`config.mk`:
```
export PLATFORM = sky130hd
export DESIGN_NAME = cfg_scan_loader
export DESIGN_NICKNAME = d
export VERILOG_FILES = /design/src/rtl/cfg_scan_loader.sv
export SDC_FILE = /design/constraint.sdc
export NUM_CORES = 1
export LEC_CHECK = 0
export ABC_AREA = 1
export CAP_MARGIN = 5
export CORE_MARGIN = 10
export CORE_UTILIZATION = 40
export DETAILED_ROUTE_END_ITERATION = 10
export PLACE_DENSITY = 0.68
export SLEW_MARGIN = 10
export SYNTH_ARGS = -nofsm -noshare
export SYNTH_HDL_FRONTEND = slang
export SYNTH_SLANG_ARGS = --single-unit
```
`constraint.sdc`:
```
create_clock -name clock -period 1.9 [get_ports clock]
set_input_delay 0.38 -clock clock [delete_from_list [all_inputs] [get_ports clock]]
set_output_delay 0.38 -clock clock [all_outputs]
set_load 0.01 [all_outputs]
```
`src/rtl/cfg_scan_loader.sv`:
```
// Configuration loader: accepts words over valid/ready and shifts them MSB first into the fabric scan chain.
// Define CFG_CHECKSUM_EN to accept a trailing XOR checksum word before the latch strobe.
module cfg_scan_loader #(
    parameter int WORD_W    = 32,
    parameter int NUM_WORDS = 42,
    parameter int CNT_W     = 6
) (
    input  logic              clock,
    input  logic              reset,
    input  logic              start,
    input  logic              in_valid,
    output logic              in_ready,
    input  logic [WORD_W-1:0] in_data,
    output logic              scan_en,
    output logic              scan_out,
    output logic              cfg_latch,
    output logic              fabric_en,
    output logic              busy,
    output logic              done,
    output logic [CNT_W-1:0]  word_cnt,
    output logic              err
);

    localparam logic [2:0] IDLE  = 3'd0;
    localparam logic [2:0] LOAD  = 3'd1;
    localparam logic [2:0] SHIFT = 3'd2;
    localparam logic [2:0] LATCH = 3'd3;
    localparam logic [2:0] DONE  = 3'd4;
`ifdef CFG_CHECKSUM_EN
    localparam logic [2:0] CHECK = 3'd5;
    localparam logic [2:0] ERR   = 3'd6;
`endif

    localparam logic [CNT_W-1:0] LAST_BIT  = CNT_W'(WORD_W - 1);
    localparam logic [CNT_W-1:0] LAST_WORD = CNT_W'(NUM_WORDS);

    logic [2:0]        state_reg, state_next;
    logic [WORD_W-1:0] shreg_reg, shreg_next, shifted;
    logic [CNT_W-1:0]  bit_cnt_reg, bit_cnt_next;
    logic [CNT_W-1:0]  word_cnt_reg, word_cnt_next, word_inc;
    logic              in_ready_reg, scan_en_reg, cfg_latch_reg;
    logic              fabric_en_reg, busy_reg, done_reg;
    logic              restart, ready_state, busy_state;
`ifdef CFG_CHECKSUM_EN
    logic [WORD_W-1:0] xor_reg, xor_next;
    logic              err_reg;
`endif

    // Left shift feeding zeros, so scan_out idles low once a word has drained.
    genvar gi;
    assign shifted[0] = 1'b0;
    generate
        for (gi = 1; gi < WORD_W; gi++) begin : g_shift
            assign shifted[gi] = shreg_reg[gi-1];
        end
    endgenerate

    assign word_inc = word_cnt_reg + CNT_W'(1);

    always_comb begin
        state_next    = state_reg;
        shreg_next    = shreg_reg;
        bit_cnt_next  = bit_cnt_reg;
        word_cnt_next = word_cnt_reg;
        restart       = 1'b0;
`ifdef CFG_CHECKSUM_EN
        xor_next      = xor_reg;
`endif
        case (state_reg)
            IDLE: begin
                if (start) begin
                    state_next = LOAD;
                    restart    = 1'b1;
                end
            end
            LOAD: begin
                if (in_valid) begin
                    shreg_next   = in_data;
                    bit_cnt_next = '0;
                    state_next   = SHIFT;
`ifdef CFG_CHECKSUM_EN
                    xor_next     = xor_reg ^ in_data;
`endif
                end
            end
            SHIFT: begin
                shreg_next   = shifted;
                bit_cnt_next = bit_cnt_reg + CNT_W'(1);
                if (bit_cnt_reg == LAST_BIT) begin
                    word_cnt_next = word_inc;
                    if (word_inc == LAST_WORD) begin
`ifdef CFG_CHECKSUM_EN
                        state_next = CHECK;
`else
                        state_next = LATCH;
`endif
                    end else begin
                        state_next = LOAD;
                    end
                end
            end
`ifdef CFG_CHECKSUM_EN
            CHECK: begin
                if (in_valid) begin
                    state_next = (in_data == xor_reg) ? LATCH : ERR;
                end
            end
            ERR: begin
                if (start) begin
                    state_next = LOAD;
                    restart    = 1'b1;
                end
            end
`endif
            LATCH: state_next = DONE;
            DONE: begin
                if (start) begin
                    state_next = LOAD;
                    restart    = 1'b1;
                end
            end
            default: state_next = IDLE;
        endcase

        if (restart) begin
            word_cnt_next = '0;
`ifdef CFG_CHECKSUM_EN
            xor_next      = '0;
`endif
        end
    end

    // Outputs are decoded from the next state so they are registered yet aligned with the state.
    always_comb begin
        ready_state = (state_next == LOAD);
        busy_state  = (state_next == LOAD) || (state_next == SHIFT) || (state_next == LATCH);
`ifdef CFG_CHECKSUM_EN
        ready_state = ready_state || (state_next == CHECK);
        busy_state  = busy_state || (state_next == CHECK);
`endif
    end

    always_ff @(posedge clock) begin
        if (reset) begin
            state_reg     <= IDLE;
            shreg_reg     <= '0;
            bit_cnt_reg   <= '0;
            word_cnt_reg  <= '0;
            in_ready_reg  <= 1'b0;
            scan_en_reg   <= 1'b0;
            cfg_latch_reg <= 1'b0;
            fabric_en_reg <= 1'b0;
            busy_reg      <= 1'b0;
            done_reg      <= 1'b0;
`ifdef CFG_CHECKSUM_EN
            xor_reg       <= '0;
            err_reg       <= 1'b0;
`endif
        end else begin
            state_reg     <= state_next;
            shreg_reg     <= shreg_next;
            bit_cnt_reg   <= bit_cnt_next;
            word_cnt_reg  <= word_cnt_next;
            in_ready_reg  <= ready_state;
            scan_en_reg   <= (state_next == SHIFT);
            cfg_latch_reg <= (state_next == LATCH);
            fabric_en_reg <= (state_next == DONE);
            busy_reg      <= busy_state;
            done_reg      <= (state_next == DONE);
`ifdef CFG_CHECKSUM_EN
            xor_reg       <= xor_next;
            err_reg       <= (state_next == ERR);
`endif
        end
    end

    assign in_ready  = in_ready_reg;
    assign scan_en   = scan_en_reg;
    assign scan_out  = shreg_reg[WORD_W-1];
    assign cfg_latch = cfg_latch_reg;
    assign fabric_en = fabric_en_reg;
    assign busy      = busy_reg;
    assign done      = done_reg;
    assign word_cnt  = word_cnt_reg;
`ifdef CFG_CHECKSUM_EN
    assign err       = err_reg;
`else
    assign err       = 1'b0;
`endif

endmodule

```
# Word level (Yosys, flattened, before mapping)
# Cells that the tools add are included.
# Widths: inputs -> output; s select.
# word_totals
out_inout_bits	14
reg_bits	52
wordCells	41
in_bits	36
# classes
n_mux	11
addsub	2
reduce_logical	8
eq_ne	11
# ops
operator	n
$pmux 32 s2	1
$mux 32	1
$add 6x1->6 const B	2
$eq 3x2->1 const B	4
$pmux 3 s4	1
$pmux 6 s2	1
$mux 3	3
$eq 3x1->1 const B	2
$eq 3x3->1 const B	2
$eq 6x5->1 const B	1
$eq 6x6->1 const B	1
$mux 6	1
$reduce_and 2->1	2
$reduce_or 2->1	2
$logic_not 3->1	1
$logic_or 1x1->1	2
$mux 1	2
$mux 2	1
$ne 2x2->1 const B	1
$reduce_bool 2->1	1

# Longest topological paths before layout
# logic_depth
ltp_word	8
mapped_depth	10
ltp_nobuf	10

# Worst setup path before layout
# OpenSTA, ideal clock, no wires.
# synth_timing
kind	register to register
start	register bit_cnt_reg[0]
end	register scan_en_reg (netlist: scan_en)
path_buffers	0
setup_slack_ns	0.502
path_stages_with_launch	11
setup_ns	0.115
period_less_slack_ns	1.398
required_ns	1.785
arrival_time_ns	1.282
path_cell_list	dfxtp_1 -> ha_1 -> nand2_1 -> nor2_1 -> nand2_2 -> nor2_4 -> inv_2 -> nand2_2 -> inv_1 -> nand3_1 -> nor2_1
# synth_via
elab_chain_cells	4
# synth_lines
element	line	source
start, declared	39	logic [CNT_W-1:0] bit_cnt_reg, bit_cnt_next;
start signal, assigned	162	bit_cnt_reg <= bit_cnt_next;
$eq 6x5->1	89	if (bit_cnt_reg == LAST_BIT) begin
$mux 3	89	
$pmux 3 s4	69	case (state_reg)
$eq 3x2->1	165	scan_en_reg <= (state_next == SHIFT);
end signal, assigned	165	
end, declared	41	logic in_ready_reg, scan_en_reg, cfg_latch_reg;
# No other way between the ends.
# A chain may end at the register's enable or synchronous reset.

# Worst setup path after layout
# layout_timing
start	register word_cnt_reg[2] (netlist: word_cnt[2])
end	output word_cnt[2]
# layout_rtl
element	line	source
start, declared	40	logic [CNT_W-1:0] word_cnt_reg, word_cnt_next, word_inc;
start signal, assigned	163	word_cnt_reg <= word_cnt_next;
end, declared	20	output logic [CNT_W-1:0] word_cnt,
# No word-level cell between the ends.

==> impl_metrics.tcl <==
set metrics [dict create \
    status "finished, final reports clean" \
    setup_violations 0 \
    p_clk_frac 0.366 \
    yosysTopAreaCell "dfxtp_1" \
    fp.dieW_um 94.6 \
    worstHoldStart "shreg_reg[0]$_SDFFE_PP0P_" \
    grt_pass1_wl_um 8620 \
    pwr_density_cell_mw_per_mm2 741 \
    area.growth.synth_to_final_pct 30.3 \
    power_mw 2.15 \
    clock_sinks 52 \
    die_area_mm2 0.00896 \
    cts-root-buf "clkbuf_8" \
    gp_congestion 0.777 \
    grt_start_max_net_pins 26 \
    row_count 27 \
    nNetsFinal 372 \
    max_stage_delay_ns 0.59 \
    clock_latency_ns 0.30 \
    final_antenna_net_count 0 \
    tritoncts "yes" \
    yosysSeqAreaShare 0.467 \
    port_buffers 48 \
    coreArea_mm2 0.00547 \
    fin_ws_ns 0.149 \
    min_period_over_period 0.921 \
    largest_register_ffs 32 \
    hold_class "reg -> reg" \
    synth_area_mm2 0.00223 \
    cts_hold_buffers 0 \
    drt_iter0_markers 64 \
    post_cts_buffers 0 \
    cp_slowest_cell "clkdlybuf4s50_1" \
    hold_slack_ns 0.468 \
    cp_top_family "buffers and inverters" \
    design_area_mm2 0.00290 \
    seqPwrFrac 0.533 \
    fin_crit_ns 1.75 \
    crit_path_max_fanout 9 \
    fin_util 0.530 \
    wl_um 5030 \
    finalMaxSlewViolations 0 \
    numCtsBuffers 5 \
    synth-seq-cells 52 \
    switchingPower_uw 471 \
    crit_path_end_kind "output pin" \
    place_area_mm2 0.00278 \
    timing.fmax_ghz 0.571 \
    antenna_cells 0 \
    path_clk_slew_ns 0.10 \
    cts_buffer_depth 2 \
    netlist.area_leader.share 0.467 \
    io-pin-count 50 \
    dp.cells 398 \
    path_cells "clkdlybuf4s50_1" \
    final_cell_mix "nand2_1, nor2_1, dfxtp_1" \
    grt_usage 0.117 \
    viasPerCell 4.92 \
    skew_ns 0.0108 \
    cts_resized 0 \
    drt_first_pass_iters 4 \
    hold_violations 0 \
    wl_per_cell_um 12.4 \
    drc 0 \
    combPwrFrac 0.101 \
    layout_commonest_cell "nand2_1" \
    ctsHtreeMaxLevel 2 \
    overflow 0 \
    rsz0062_at_grt "false" \
    syn_nets 326 \
    die_height_um 94.6 \
    drv_cap 0 \
    arrival_ns 1.37 \
    cp_num_buf_inv 1 \
    setup_tns_ns 0 \
    synth_warnings 0 \
    avgSynthCellArea_um2 7.76 \
    internal-power_mw 1.68 \
    grt_antenna_before_repair 0 \
    ir_drop_v 0.000360 \
    cp.required_ns 1.52 \
    grt_pass1_vias 1917 \
    critPathKind "reg -> out" \
    r2r_start "bit_cnt_reg[0]$_SDFFE_PP0P_" \
    ys_types 27 \
    layout.cells.non_filler 406 \
    switching_share 0.219 \
    leakagePower_nw 1.04 \
    layout-drive-gt1-share 0.0898 \
    start_kind "flop" \
    start_util 0.407 \
    dpl_worst_slack_ns -0.0739 \
    synth.area.top_cells "dfxtp_1, nand2_1, nor2_1" \
    syn_inst 287 \
    startpoint "word_cnt[2]$_SDFFE_PP0P_" \
    post-dp-hpwl_um 3600 \
    vias 1998 \
]
==> power groups by stage <==
stage / clock [mW] / combinational (mW) / sequential (mW)
floorplan: 0 / 0.108 / 1.17
global placement: 0 / 0.216 / 1.17
detailed placement: 0 / 0.219 / 1.17
CTS: 0.810 / 0.220 / 1.15
global route: 0.858 / 0.243 / 1.15
finish: 0.787 / 0.217 / 1.15
==> routing by layer <==
metal  wire [um]  vias up  share of wire  global-route usage
met5           0        -              0                   0
met4          74        0          0.015              0.0387
met3         314        6          0.062              0.0389
met2        2290       36           0.45               0.184
met1        2360      905           0.47               0.146
li1            -     1051              -                   -
==> path summary, 6_finish.rpt <==
| path | cells after the start | endpoint | slack, ns |
|---|---|---|---|
| hold reg to reg | 2 | shreg_reg[0]$_SDFFE_PP0P_ | 0.47 |
| setup reg to reg | 9 | cfg_latch$_SDFF_PP0_ | 0.24 |
| setup / recovery | 1 | word_cnt[2] | 0.15 |
| hold / removal | 2 | shreg_reg[0]$_SDFFE_PP0P_ | 0.47 |
==> worst reg2reg max path, cell delays in order, from the launching register on <==
cell	delay, ns
dfxtp_1	0.41
ha_1	0.18
nand2_1	0.07
nor2_1	0.19
nand2_2	0.13
nor2_4	0.23
inv_2	0.10
nand2_2	0.09
nand2_1	0.09
nor2_1	0.13
==> cell type report <==
class | count | area [um^2]
fillers | 557 | 2570
multi-input cells | 197 | 1010
repair buffers | 56 | 566
clock inverters | 2 | 38.8
well taps | 72 | 90.1
inverters | 21 | 78.8
flip-flops and latches | 52 | 1040
clock buffers | 6 | 82.6
==> Yosys cell counts (all sizes together) <==
cell type,count
a21oi,17
a22oi,3
a31oi,12
buf,10
clkbuf,7
conb,1
dfxtp,52
ha,3
inv,21
nand2,62
nand3,9
nand3b,1
nand4,3
nor2,56
nor3,1
o21ai,9
o221ai,19
o22a,1
==> cell families (layout without fill, tap and decap cells) <==
group | after synthesis | in the layout | share of synthesized area
simple gates | 132 | 132 | 0.250
compound gates | 61 | 61 | 0.182
flops | 52 | 52 | 0.467
buf+inv | 38 | 85 | 0.0814
fa+ha+maj | 3 | 3 | 0.0168
other cells | 1 | 1 | 0.00168
No activity file was read; power rests on OpenSTA's default activity.
